===== config.mk =====
export PLATFORM = sky130hd
export DESIGN_NAME = alu_control_sequencer
export DESIGN_NICKNAME = d
export VERILOG_FILES = /design/src/rtl/minisrc_ctrl_pkg.sv /design/src/rtl/reg_select_decoder.sv /design/src/rtl/alu_control_sequencer.sv
export SDC_FILE = /design/constraint.sdc
export NUM_CORES = 1
export LEC_CHECK = 0
export BUFFER_PORTS_ARGS = -buffer_cell sky130_fd_sc_hd__buf_2
export CORE_ASPECT_RATIO = 0.8
export CORE_UTILIZATION = 38
export DETAILED_ROUTE_END_ITERATION = 6
export PLACE_DENSITY_LB_ADDON = 0.25
export SKIP_LAST_GASP = 1
export SYNTH_ARGS = -nofsm -noshare
export SYNTH_HDL_FRONTEND = slang
export SYNTH_SLANG_ARGS = --single-unit

===== constraint.sdc =====
create_clock -name clock -period 2.2 [get_ports clock]
set_input_delay 0 -clock clock [delete_from_list [all_inputs] [get_ports clock]]
set_output_delay 0 -clock clock [all_outputs]
set_load 0.005 [all_outputs]

===== src/rtl/minisrc_ctrl_pkg.sv =====
// Shared definitions for the Mini-SRC hardwired control unit: opcode values,
// sequencer state encoding, IR field positions and opcode classification.
package minisrc_ctrl_pkg;

  localparam int OPC_W       = 5;
  localparam int REG_FIELD_W = 4;

  // IR field positions (LSB of each field)
  localparam int OPC_LSB = 27;
  localparam int RA_LSB  = 23;
  localparam int RB_LSB  = 19;
  localparam int RC_LSB  = 15;

  // ALU-class opcodes
  localparam logic [OPC_W-1:0] OP_ADD  = 5'b00011;
  localparam logic [OPC_W-1:0] OP_SUB  = 5'b00100;
  localparam logic [OPC_W-1:0] OP_SHR  = 5'b00101;
  localparam logic [OPC_W-1:0] OP_SHRA = 5'b00110;
  localparam logic [OPC_W-1:0] OP_SHL  = 5'b00111;
  localparam logic [OPC_W-1:0] OP_ROR  = 5'b01000;
  localparam logic [OPC_W-1:0] OP_ROL  = 5'b01001;
  localparam logic [OPC_W-1:0] OP_AND  = 5'b01010;
  localparam logic [OPC_W-1:0] OP_OR   = 5'b01011;
  localparam logic [OPC_W-1:0] OP_MUL  = 5'b01111;
  localparam logic [OPC_W-1:0] OP_DIV  = 5'b10000;
  localparam logic [OPC_W-1:0] OP_NEG  = 5'b10001;
  localparam logic [OPC_W-1:0] OP_NOT  = 5'b10010;
  localparam logic [OPC_W-1:0] OP_HALT = 5'b11011;

  typedef enum logic [3:0] {
    ST_IDLE = 4'd0,
    ST_T0   = 4'd1,
    ST_T1   = 4'd2,
    ST_T2   = 4'd3,
    ST_T3   = 4'd4,
    ST_T4   = 4'd5,
    ST_T5   = 4'd6,
    ST_T6   = 4'd7,
    ST_HALT = 4'd8
  } state_e;

  typedef enum logic [2:0] {
    CLS_ALU3   = 3'd0,
    CLS_MULDIV = 3'd1,
    CLS_UNARY  = 3'd2,
    CLS_HALT   = 3'd3,
    CLS_OTHER  = 3'd4
  } op_class_e;

  // Groups an opcode by the execute sequence it needs
  function automatic op_class_e classifyOp(input logic [OPC_W-1:0] op);
    op_class_e cls;
    cls = CLS_OTHER;
    if ((op >= OP_ADD) && (op <= OP_OR)) begin
      cls = CLS_ALU3;
    end else if ((op == OP_MUL) || (op == OP_DIV)) begin
      cls = CLS_MULDIV;
    end else if ((op == OP_NEG) || (op == OP_NOT)) begin
      cls = CLS_UNARY;
    end else if (op == OP_HALT) begin
      cls = CLS_HALT;
    end
    return cls;
  endfunction

endpackage


===== src/rtl/reg_select_decoder.sv =====
// Turns a 4-bit register field into a one-hot register enable vector.
// With en_i low the whole vector is zero.
module reg_select_decoder #(
  parameter int NUM_REGS = 16,
  parameter int FIELD_W  = 4
) (
  input  logic [FIELD_W-1:0]  field_i,
  input  logic                en_i,
  output logic [NUM_REGS-1:0] onehot_o
);

  // One-hot decode, gated by the enable
  always_comb begin
    onehot_o = '0;
    if (en_i && (int'(field_i) < NUM_REGS)) begin
      onehot_o[field_i] = 1'b1;
    end
  end

endmodule


===== src/rtl/alu_control_sequencer.sv =====
// Hardwired control sequencer for the Mini-SRC datapath.
// Fetch in T0-T2 (T1 waits for mem_rdy), then T3-T6 register/ALU steps
// chosen by the opcode class. All strobes are Moore outputs of the state
// register combined with the current ir.
// Build option: define SEQ_HALT_EN to make opcode 11011 park the sequencer in
// HALT until reset; without it 11011 is treated as an illegal opcode.
module alu_control_sequencer
  import minisrc_ctrl_pkg::*;
#(
  parameter int NUM_REGS = 16,
  parameter int OPCODE_W = OPC_W
) (
  input  logic                clock,
  input  logic                clear,
  input  logic                run,
  input  logic                mem_rdy,
  input  logic [31:0]         ir,
  output logic                PCout,
  output logic                PCin,
  output logic                IncPC,
  output logic                MARin,
  output logic                Read,
  output logic                MDRin,
  output logic                MDRout,
  output logic                IRin,
  output logic                Yin,
  output logic                Zlowin,
  output logic                Zhighin,
  output logic                Zlowout,
  output logic                Zhighout,
  output logic                HIin,
  output logic                LOin,
  output logic [OPCODE_W-1:0] opcode,
  output logic [NUM_REGS-1:0] R0_15_in,
  output logic [NUM_REGS-1:0] R0_15_out,
  output logic                busy,
  output logic                illegal
);

`ifdef SEQ_HALT_EN
  localparam bit HALT_EN = 1'b1;
`else
  localparam bit HALT_EN = 1'b0;
`endif

  state_e state_q, state_d;
  op_class_e opClass;

  logic [OPCODE_W-1:0]    irOpcode;
  logic [REG_FIELD_W-1:0] raField, rbField, rcField;
  logic [REG_FIELD_W-1:0] outField, inField;
  logic                   outEn, inEn;
  state_e                 endState;
  logic                   unusedIrBits;

  assign irOpcode     = ir[OPC_LSB +: OPCODE_W];
  assign raField      = ir[RA_LSB +: REG_FIELD_W];
  assign rbField      = ir[RB_LSB +: REG_FIELD_W];
  assign rcField      = ir[RC_LSB +: REG_FIELD_W];
  assign unusedIrBits = ^ir[RC_LSB-1:0];

  // After the final step of an instruction, run decides fetch-again or idle
  assign endState = run ? ST_T0 : ST_IDLE;

  // Classify the opcode; halt falls back to illegal when the option is off
  always_comb begin
    opClass = classifyOp(irOpcode);
    if ((opClass == CLS_HALT) && !HALT_EN) begin
      opClass = CLS_OTHER;
    end
  end

  // State register; clear drops straight back to IDLE, even mid-instruction
  always_ff @(posedge clock or negedge clear) begin
    if (!clear) begin
      state_q <= ST_IDLE;
    end else begin
      state_q <= state_d;
    end
  end

  // Next-state sequencing of fetch and execute steps
  always_comb begin
    state_d = state_q;
    case (state_q)
      ST_IDLE: if (run) state_d = ST_T0;
      ST_T0:   state_d = ST_T1;
      ST_T1:   if (mem_rdy) state_d = ST_T2;
      ST_T2:   state_d = ST_T3;
      ST_T3: begin
        case (opClass)
          CLS_ALU3, CLS_MULDIV, CLS_UNARY: state_d = ST_T4;
          CLS_HALT:                        state_d = ST_HALT;
          default:                         state_d = endState;
        endcase
      end
      ST_T4: begin
        if ((opClass == CLS_ALU3) || (opClass == CLS_MULDIV)) begin
          state_d = ST_T5;
        end else begin
          state_d = endState;
        end
      end
      ST_T5: begin
        if (opClass == CLS_MULDIV) begin
          state_d = ST_T6;
        end else begin
          state_d = endState;
        end
      end
      ST_T6:   state_d = endState;
      ST_HALT: state_d = ST_HALT;
      default: state_d = ST_IDLE;
    endcase
  end

  // Control strobes and register-select requests for the current step
  always_comb begin
    PCout    = 1'b0;
    PCin     = 1'b0;
    IncPC    = 1'b0;
    MARin    = 1'b0;
    Read     = 1'b0;
    MDRin    = 1'b0;
    MDRout   = 1'b0;
    IRin     = 1'b0;
    Yin      = 1'b0;
    Zlowin   = 1'b0;
    Zhighin  = 1'b0;
    Zlowout  = 1'b0;
    Zhighout = 1'b0;
    HIin     = 1'b0;
    LOin     = 1'b0;
    opcode   = '0;
    illegal  = 1'b0;
    outEn    = 1'b0;
    outField = rbField;
    inEn     = 1'b0;
    inField  = raField;
    busy     = (state_q != ST_IDLE) && (state_q != ST_HALT);
    case (state_q)
      ST_T0: begin
        PCout = 1'b1;
        MARin = 1'b1;
        IncPC = 1'b1;
        PCin  = 1'b1;
      end
      ST_T1: begin
        Read  = 1'b1;
        MDRin = 1'b1;
      end
      ST_T2: begin
        MDRout = 1'b1;
        IRin   = 1'b1;
      end
      ST_T3: begin
        case (opClass)
          CLS_ALU3, CLS_MULDIV: begin
            outEn = 1'b1;
            Yin   = 1'b1;
          end
          CLS_UNARY: begin
            outEn  = 1'b1;
            opcode = irOpcode;
            Zlowin = 1'b1;
          end
          CLS_HALT: ;
          default: illegal = 1'b1;
        endcase
      end
      ST_T4: begin
        case (opClass)
          CLS_ALU3: begin
            outEn    = 1'b1;
            outField = rcField;
            opcode   = irOpcode;
            Zlowin   = 1'b1;
          end
          CLS_MULDIV: begin
            outEn    = 1'b1;
            outField = rcField;
            opcode   = irOpcode;
            Zlowin   = 1'b1;
            Zhighin  = 1'b1;
          end
          CLS_UNARY: begin
            Zlowout = 1'b1;
            inEn    = 1'b1;
          end
          default: ;
        endcase
      end
      ST_T5: begin
        case (opClass)
          CLS_ALU3: begin
            Zlowout = 1'b1;
            inEn    = 1'b1;
          end
          CLS_MULDIV: begin
            Zlowout = 1'b1;
            LOin    = 1'b1;
          end
          default: ;
        endcase
      end
      ST_T6: begin
        if (opClass == CLS_MULDIV) begin
          Zhighout = 1'b1;
          HIin     = 1'b1;
        end
      end
      default: ;
    endcase
  end

  reg_select_decoder #(
    .NUM_REGS (NUM_REGS),
    .FIELD_W  (REG_FIELD_W)
  ) uOutDecoder (
    .field_i  (outField),
    .en_i     (outEn),
    .onehot_o (R0_15_out)
  );

  reg_select_decoder #(
    .NUM_REGS (NUM_REGS),
    .FIELD_W  (REG_FIELD_W)
  ) uInDecoder (
    .field_i  (inField),
    .en_i     (inEn),
    .onehot_o (R0_15_in)
  );

endmodule


# Word level (Yosys, flattened, before mapping)
# Index checks and enable logic that the tools add are counted.
# op_classes
n_reduce_logical	14
magnitude_cmp	6
eq_ne	20
muxes	41
# ops
op	n
case mux 4 bit (9 select lines)	1
two-way mux 16 bit	2
two-way mux 3 bit	7
== test 5 bit (second input constant)	4
two-way mux 1 bit	17
== test 4 x 3 -> 1 bit (second input constant)	4
two-way mux 4 bit	4
< comparator 4 x 5 -> 1 bit (second input constant)	2
two-way mux 5 bit	2
case mux 5 bit (2 select lines)	1
== test 3 x 2 -> 1 bit (second input constant)	3
demux 1 bit (select 4 bit)	2
== test 4 x 2 -> 1 bit (second input constant)	2
>= comparator 4 x 1 -> 1 bit (second input constant)	2
case mux 1 bit (2 select lines)	4
case mux 4 bit (2 select lines)	1
== test 5 x 4 -> 1 bit (second input constant)	1
>= comparator 5 x 2 -> 1 bit (second input constant)	1
<= comparator 5 x 4 -> 1 bit (second input constant)	1
== test 4 x 1 -> 1 bit (second input constant)	1
== test 4 bit (second input constant)	1
logical AND 1 bit	4
logical NOT 4 bit	1
!= test 2 bit (second input constant)	2
other kinds (9)	11
# word_totals
in_bits	36
word_cells	82
out_inout_bits	54
regBits	4

# Depth between registers and ports, before layout
# Gate-level depths: netlist (run 1).
# depth
depth_word	16
mapped_depth	6
mapped_depth_nobuf	5

# Hierarchy
# Synthesis (run 1) repeated with hierarchy kept, for this count alone.
# unflattened
cells_unflattened	136
hier_area_um2	925.9
# by_module_without_submodules
mod	instances	seq_area_each_um2	area_each_um2	cells_each
alu_control_sequencer	1	100.1	688.2	90
reg_select_decoder at uInDecoder	1	0.0	120.1	23
reg_select_decoder at uOutDecoder	1	0.0	117.6	23

# Least setup slack after synthesis (run 1)
# No wires, ideal clock.
# synth_timing
kind	flip-flop to output port
startpoint	reg state_q[2]
endpoint	out R0_15_out[4]
required_time_ns	2.200
path_stages_with_launch	6
n_path_buf	1
arrival_ns	1.608
setup_slack_ns	0.592
cell_sequence	dfrtp_1 > clkbuf_1 > nand2_1 > nor3_1 > nand4b_1 > a21oi_1
# synth_between
elab_chain_cells	7
elab_cells_between_ends	10
cone_classes	order compare: 2; eq/ne: 2; mux: 5; reduce/logical: 1
# synth_rtl
item	line_no	rtl
from (decl)	alu_control_sequencer.sv:46	state_e state_q, state_d;
from (signal assigned)	alu_control_sequencer.sv:78	state_q <= state_d;
== test 4 x 3 -> 1 bit	alu_control_sequencer.sv:141	case (state_q)
two-way mux 4 bit	alu_control_sequencer.sv:141	
< comparator 4 x 5 -> 1 bit (not written as such) or >= comparator 4 x 1 -> 1 bit (tied branches)	reg_select_decoder.sv:16	onehot_o[field_i] = 1'b1;
logical AND 1 bit (not written as such)	reg_select_decoder.sv:16	
two-way mux 1 bit (not written as such)	reg_select_decoder.sv:16	
demux 1 bit (select 4 bit)	--	
two-way mux 16 bit *	reg_select_decoder.sv:15	if (en_i && (int'(field_i) < NUM_REGS)) begin
to (decl)	alu_control_sequencer.sv:35	output logic [NUM_REGS-1:0] R0_15_out,
# Every way passes the cells marked *; elsewhere a longest branch is shown, timed or not.

# Worst setup path after layout (run 1)
# layout_timing
startpoint	reg state_q[0]
endpoint	out R0_15_out[12]
# Same word-level chain as after synthesis.

==> impl_metrics.ini, run 1 <==
[yosys]
yosysUniqueCellTypes = 51
synth_area_leaders = a21oi_1 (11%), dfrtp_1 (9.6%), nor2_1 (6.1%)
ys_ff_latch = 4
synth_warnings = 0
netlist_area_um2 = 1040
synthFlopType = dfrtp_1
async_reset_ff_share_pct = 100
synth_edf_count = 0
netlist.top_cell.by_area = a21oi_1
yosysTopAreaCellShare_pct = 11.0
synth-seq-area-share_pct = 9.59
synth_area_per_cell_um2 = 6.56
synthCells = 159
syn-num-nets = 195

[sta]
fin_crit_ns = 2.00
setup_slack_ns = 0.199
final_hold_viol_count = 0
finalSetupTns_ns = 0
clock.fmax_mhz = 500
max_slew_margin_pct = 69.1
worst_pin_slew_ns = 0.459
finalCritPeriodShare_pct = 90.9
finalClockSkew_ns = 0.00460
rsz0062_at_grt = no
setup_violations = 0
drv_slew = 0

[cells_and_area]
nFillCells = 253
largest-register = state_q
antenna_cells = 0
syn2layout_area_growth_pct = 38.0
largest_reg_flops = 4
nNetsFinal = 264
layout-drive-gt1-share_pct = 41.6
top_regs = state_q x4
layoutNonFillerInstCount = 262

[worst_setup_path]
worstSetupPathType = flop to primary output
crit_path_end_kind = primary output
regToRegEndpoint = state_q[2]
ff2ff_setup_slack_ns = 0.55
path_max_fanout = 8
critical_path_arrival_ns = 2.00
crit_required_ns = 2.20
worst_setup_path_start_kind = flop
ff2ff_path_depth = 5
rr_startpoint = state_q[0]

[detailed_routing]
wirelength_um = 3140
remaining_drc_errors = 0
vias = 1414
via_per_inst = 5.40
dr.pass1.iters = 4
detail-route-antenna-nets = 0
drt_iter0_markers = 98
wl_per_cell_um = 12.0

[run]
drv_cap = 0

[floorplanning]
io_pins = 90
num_rows = 16
start_util_pct = 41.4
die_w_um = 60.6
fp.dieH_um = 48.9
core-area_um2 = 2520
dieArea_um2 = 2960

[power]
ir_drop_mv = 0.375
p_per_area_nw_per_um2 = 503
leakage_nw = 0.720

[run_status]
status = finished, final reports clean

[place]
dp_hpwl_um = 2530
portBuffers = 74
dp_cells = 258
gp_congestion = 0.839
pre_cts_slack_ns = 0.180

[min_path]
holdCritPathClass = input pin to async pin

[grt]
grt-ovfl-total = 0
grt_max_degree = 14
grt_pass1_vias = 1067
grt_first_pass_wirelength_um = 4920
grt.total_usage_pct = 20.9
antenna_found_initial = 0

[clocking]
cts_made_buffers = 3
cts.reportedPaths.clkPinSlew_ns = 0.04
cts_setup_buffers = 0
cts_root_buffer = clkbuf_4
cts_tree = built
clock_latency_ns = 0.24
clock_path_buffers = 2
htree_levels = 1
clock_sinks = 4
power by group:
group          leakage [nW]  internal, mW  switching, mW
Combinational         0.656         0.227          0.247
Sequential           0.0500         0.100         0.0607
Clock                0.0138        0.0608         0.0283
synthesized netlist by cell type, types with 2 or more instances:
library cell / number
clkbuf_1: 6
nand3_1: 4
dfrtp_1: 4
nand4b_1: 3
nand2b_1: 10
or3_1: 3
nand4_1: 3
buf_2: 2
nand2_1: 10
nor3_1: 12
a211oi_1: 2
a21oi_2: 2
nor2_1: 17
or4_1: 2
a21o_1: 2
nor2b_1: 5
inv_1: 4
and2_1: 5
or2_2: 2
a21oi_1: 23
mux2i_1: 3
buf_4: 6
kinds of logic (layout without fill, tap and decap cells):
group           count (synthesis)  after routing  share of synthesized area (%)
simple gates                   86             86                           47.0
compound gates                 44             44                           27.7
buf+inv                        19             86                           9.95
mux                             4              4                           3.96
flops                           4              4                           9.59
fa+ha+maj                       1              1                          0.959
xor+xnor                        1              1                          0.839
final cells by class:
type                       count  area, um2  share of cell area [%]
multi-input combinational    136        846                    58.7
timing repair buffer          79        410                    28.5
sequential                     4        101                    7.04
tap                           36       45.0                    3.13
clock buffer                   3       22.5                    1.56
inverter                       4       15.0                    1.04
worst max path at each step:
stage | from | endpoint | slack [ns] | cells after the start
2_1_floorplan | state_q[2] | R0_15_out[4] | 0.59 | 5
3_3_place_gp | state_q[2] | R0_15_in[9] | 0.24 | 5
3_5_place_dp | state_q[2] | R0_15_in[11] | 0.18 | 5
4_1_cts | state_q[2] | R0_15_in[9] | 0.07 | 5
5_1_grt | state_q[0] | R0_15_in[8] | 0.02 | 5
6_report | state_q[0] | R0_15_out[12] | 0.20 | 7
repair_timing:
action,in CTS,in global routing
hold buffers,1,0
endpoints found under the hold margin,4,0
pin swaps,0,0
setup endpoints to repair,4,8
gates resized for setup,1,2
critical path, stage by stage (launching register included):
cell and delay [ns]:
dfrtp_1 0.47, buf_4 0.21, nand2b_1 0.08, or2_2 0.32, a21oi_1 0.23, nand3_1 0.16
a21oi_1 0.17, buf_2 0.13
through the flow:
stage	hold WS, ns	total power [mW]	cell area [um2]	util, %
2_1_floorplan	-0.296	0.501	1040	-
3_3_place_gp	-0.191	0.625	1400	55.5
3_5_place_dp	-0.191	0.631	1400	55.5
4_1_cts	0.0918	0.726	1430	56.8
5_1_grt	0.108	0.797	1440	57.1
6_report	0.108	0.724	1440	57.1
per-layer routing:
| metal | part of all wire (%) | routed length [um] | global-route usage (%) |
|---|---|---|---|
| met2 | 44 | 1370 | 27.7 |
| met4 | 0.32 | 10 | 4.55 |
| met5 | 0 | 0 | 0 |
| met1 | 51 | 1600 | 34.5 |
| met3 | 5.2 | 164 | 2.65 |
cells in the final DEF, fill, tap and decap left out, types with 2 or more instances in the layout:
cell type | synthesis | routed
nand2b_1 | 10 | 10
nand4b_1 | 3 | 3
nor3_1 | 12 | 12
buf_2 | 2 | 74
nor2b_1 | 5 | 5
or4_1 | 2 | 2
nor2_1 | 17 | 17
inv_1 | 4 | 4
dfrtp_1 | 4 | 3
a21oi_1 | 23 | 23
and2_1 | 5 | 5
a21oi_2 | 2 | 2
buf_4 | 6 | 4
or3_1 | 3 | 3
mux2i_1 | 3 | 3
nand2_1 | 10 | 10
a211oi_1 | 2 | 2
nand4_1 | 3 | 3
a21o_1 | 2 | 2
or2_2 | 2 | 2
nand3_1 | 4 | 4
clkbuf_4 | 0 | 3
(Power assumes the default switching activity.)
==> run 2, diff against run 1 <==
Settings changed: REMOVE_ABC_BUFFERS from default to 1.
==> impl_metrics.ini, run 2 (synthesis results as in run 1) <==
[run_status]
status = finished, final reports clean

[cells_and_area]
largest_reg_flops = 4
top_regs = state_q x4
antenna_cells = 0
largest-register = state_q
syn2layout_area_growth_pct = 38.6
layout_common_cells = buf_2 (74), a21oi_1 (23), nor2_1 (17), nor3_1 (12)
final_common_cell = buf_2
layoutNonFillerInstCount = 262
layout-drive-gt1-share_pct = 42.0
nNetsFinal = 264

[sta]
worst_pin_slew_ns = 0.479
setup_slack_ns = 0.207
final_hold_viol_count = 0
finalCritPeriodShare_pct = 90.6
rsz0062_at_grt = no
finalClockSkew_ns = 0.000695
drv_slew = 0
finalSetupTns_ns = 0
setup_violations = 0
hold_ws_ns = 0.109
fin_crit_ns = 1.99
clock.fmax_mhz = 502
max_slew_margin_pct = 67.7

[worst_setup_path]
path_cells = and4bb_2 -> o21ai_2 -> or4_1 -> a21oi_1 -> buf_2
worstSetupPathType = flop to primary output
crit_path_end_kind = primary output
worst_setup_path_start_kind = flop
cp_slowest_cell = dfrtp_1
max_stage_delay_ns = 0.48
critical_path_arrival_ns = 1.99
crit_required_ns = 2.20
path_max_fanout = 11
crit_buf_inv = 1
crit_family = simple AND/OR/NAND/NOR gates

[detailed_routing]
wirelength_um = 3230
drt_iter0_markers = 70
detail-route-antenna-nets = 0
vias = 1430
via_per_inst = 5.46
wl_per_cell_um = 12.3
dr.pass1.iters = 4
remaining_drc_errors = 0

[grt]
grt_first_pass_wirelength_um = 5060
antenna_found_initial = 0
grt-ovfl-total = 0
grt_pass1_vias = 1106
grt_max_degree = 13
grt.total_usage_pct = 21.4

[clocking]
cts_tree = built
cts_root_buffer = clkbuf_4
cts.reportedPaths.clkPinSlew_ns = 0.04
htree_levels = 1
clock_sinks = 4
cts_made_buffers = 3
clock_path_buffers = 2
clock_latency_ns = 0.23
cts_setup_buffers = 0

[power]
leakage_nw = 0.721
p_per_area_nw_per_um2 = 508
ir_drop_mv = 0.394
power_mw = 0.734

[floorplanning]
io_pins = 90
start_util_pct = 41.4
num_rows = 16
core-area_um2 = 2520
dieArea_um2 = 2960
die_w_um = 60.6
fp.dieH_um = 48.9

[place]
dp_cells = 258
portBuffers = 74
dp_hpwl_um = 2570
pre_cts_slack_ns = 0.206
gp_congestion = 0.817

[run]
drv_cap = 0

[min_path]
holdCritPathClass = input pin to async pin
run 2: changes by cell type in the layout (fill, tap and decap cells not counted):
cell      delta
o221ai_1     -1
o221ai_2     +1
run 2: what timing repair did:
| action | in CTS | in global routing |
|---|---|---|
| hold buffers | 1 | 0 |
| resized for setup | 1 | 3 |
| endpoints found under the hold margin | 4 | 0 |
| endpoints found under the setup margin | 5 | 19 |
run 2: report_power, final:
group	internal, mW	total, mW	switching (mW)
clock network	0.0609	0.0896	0.0287
registers	0.101	0.156	0.0542
logic	0.232	0.489	0.257
total	0.394	0.734	0.340
run 2: layer usage:
metal,up-vias,part of all wire (%),GRT usage [%]
met5,-,0,0
met4,0,0.22,4.55
met3,2,7.5,1.59
met2,71,42,30.0
met1,636,50,34.7
li1,721,-,-
run 2: per-stage QoR:
step	util, %	area, um2
6_report	57.3	1450
5_1_grt	57.3	1450
4_1_cts	56.8	1430
3_5_place_dp	55.5	1400
3_3_place_gp	55.5	1400
2_1_floorplan	-	955
run 2: path summary, 6_finish.rpt:
check / from / to / slack (ns) / cells after the start
setup / recovery: state_q[1] / R0_15_out[10] / 0.21 / 5
setup reg to reg: state_q[0] / state_q[0] / 0.59 / 4
hold / removal: clear / state_q[2] / 0.11 / 2
max in group asynchronous: clear / state_q[0] / 1.96 / 2
hold reg to reg: state_q[3] / state_q[1] / 0.67 / 2
min in group clock: run / state_q[0] / 0.13 / 3
run 2: cell type report:
cell class	instances	area [um2]
flip-flops and latches	4	101
multi-input cells	136	852
repair buffers	79	410
clock buffers	3	22.5
inverters	4	15.0
fillers	259	1080
well taps	36	45.0
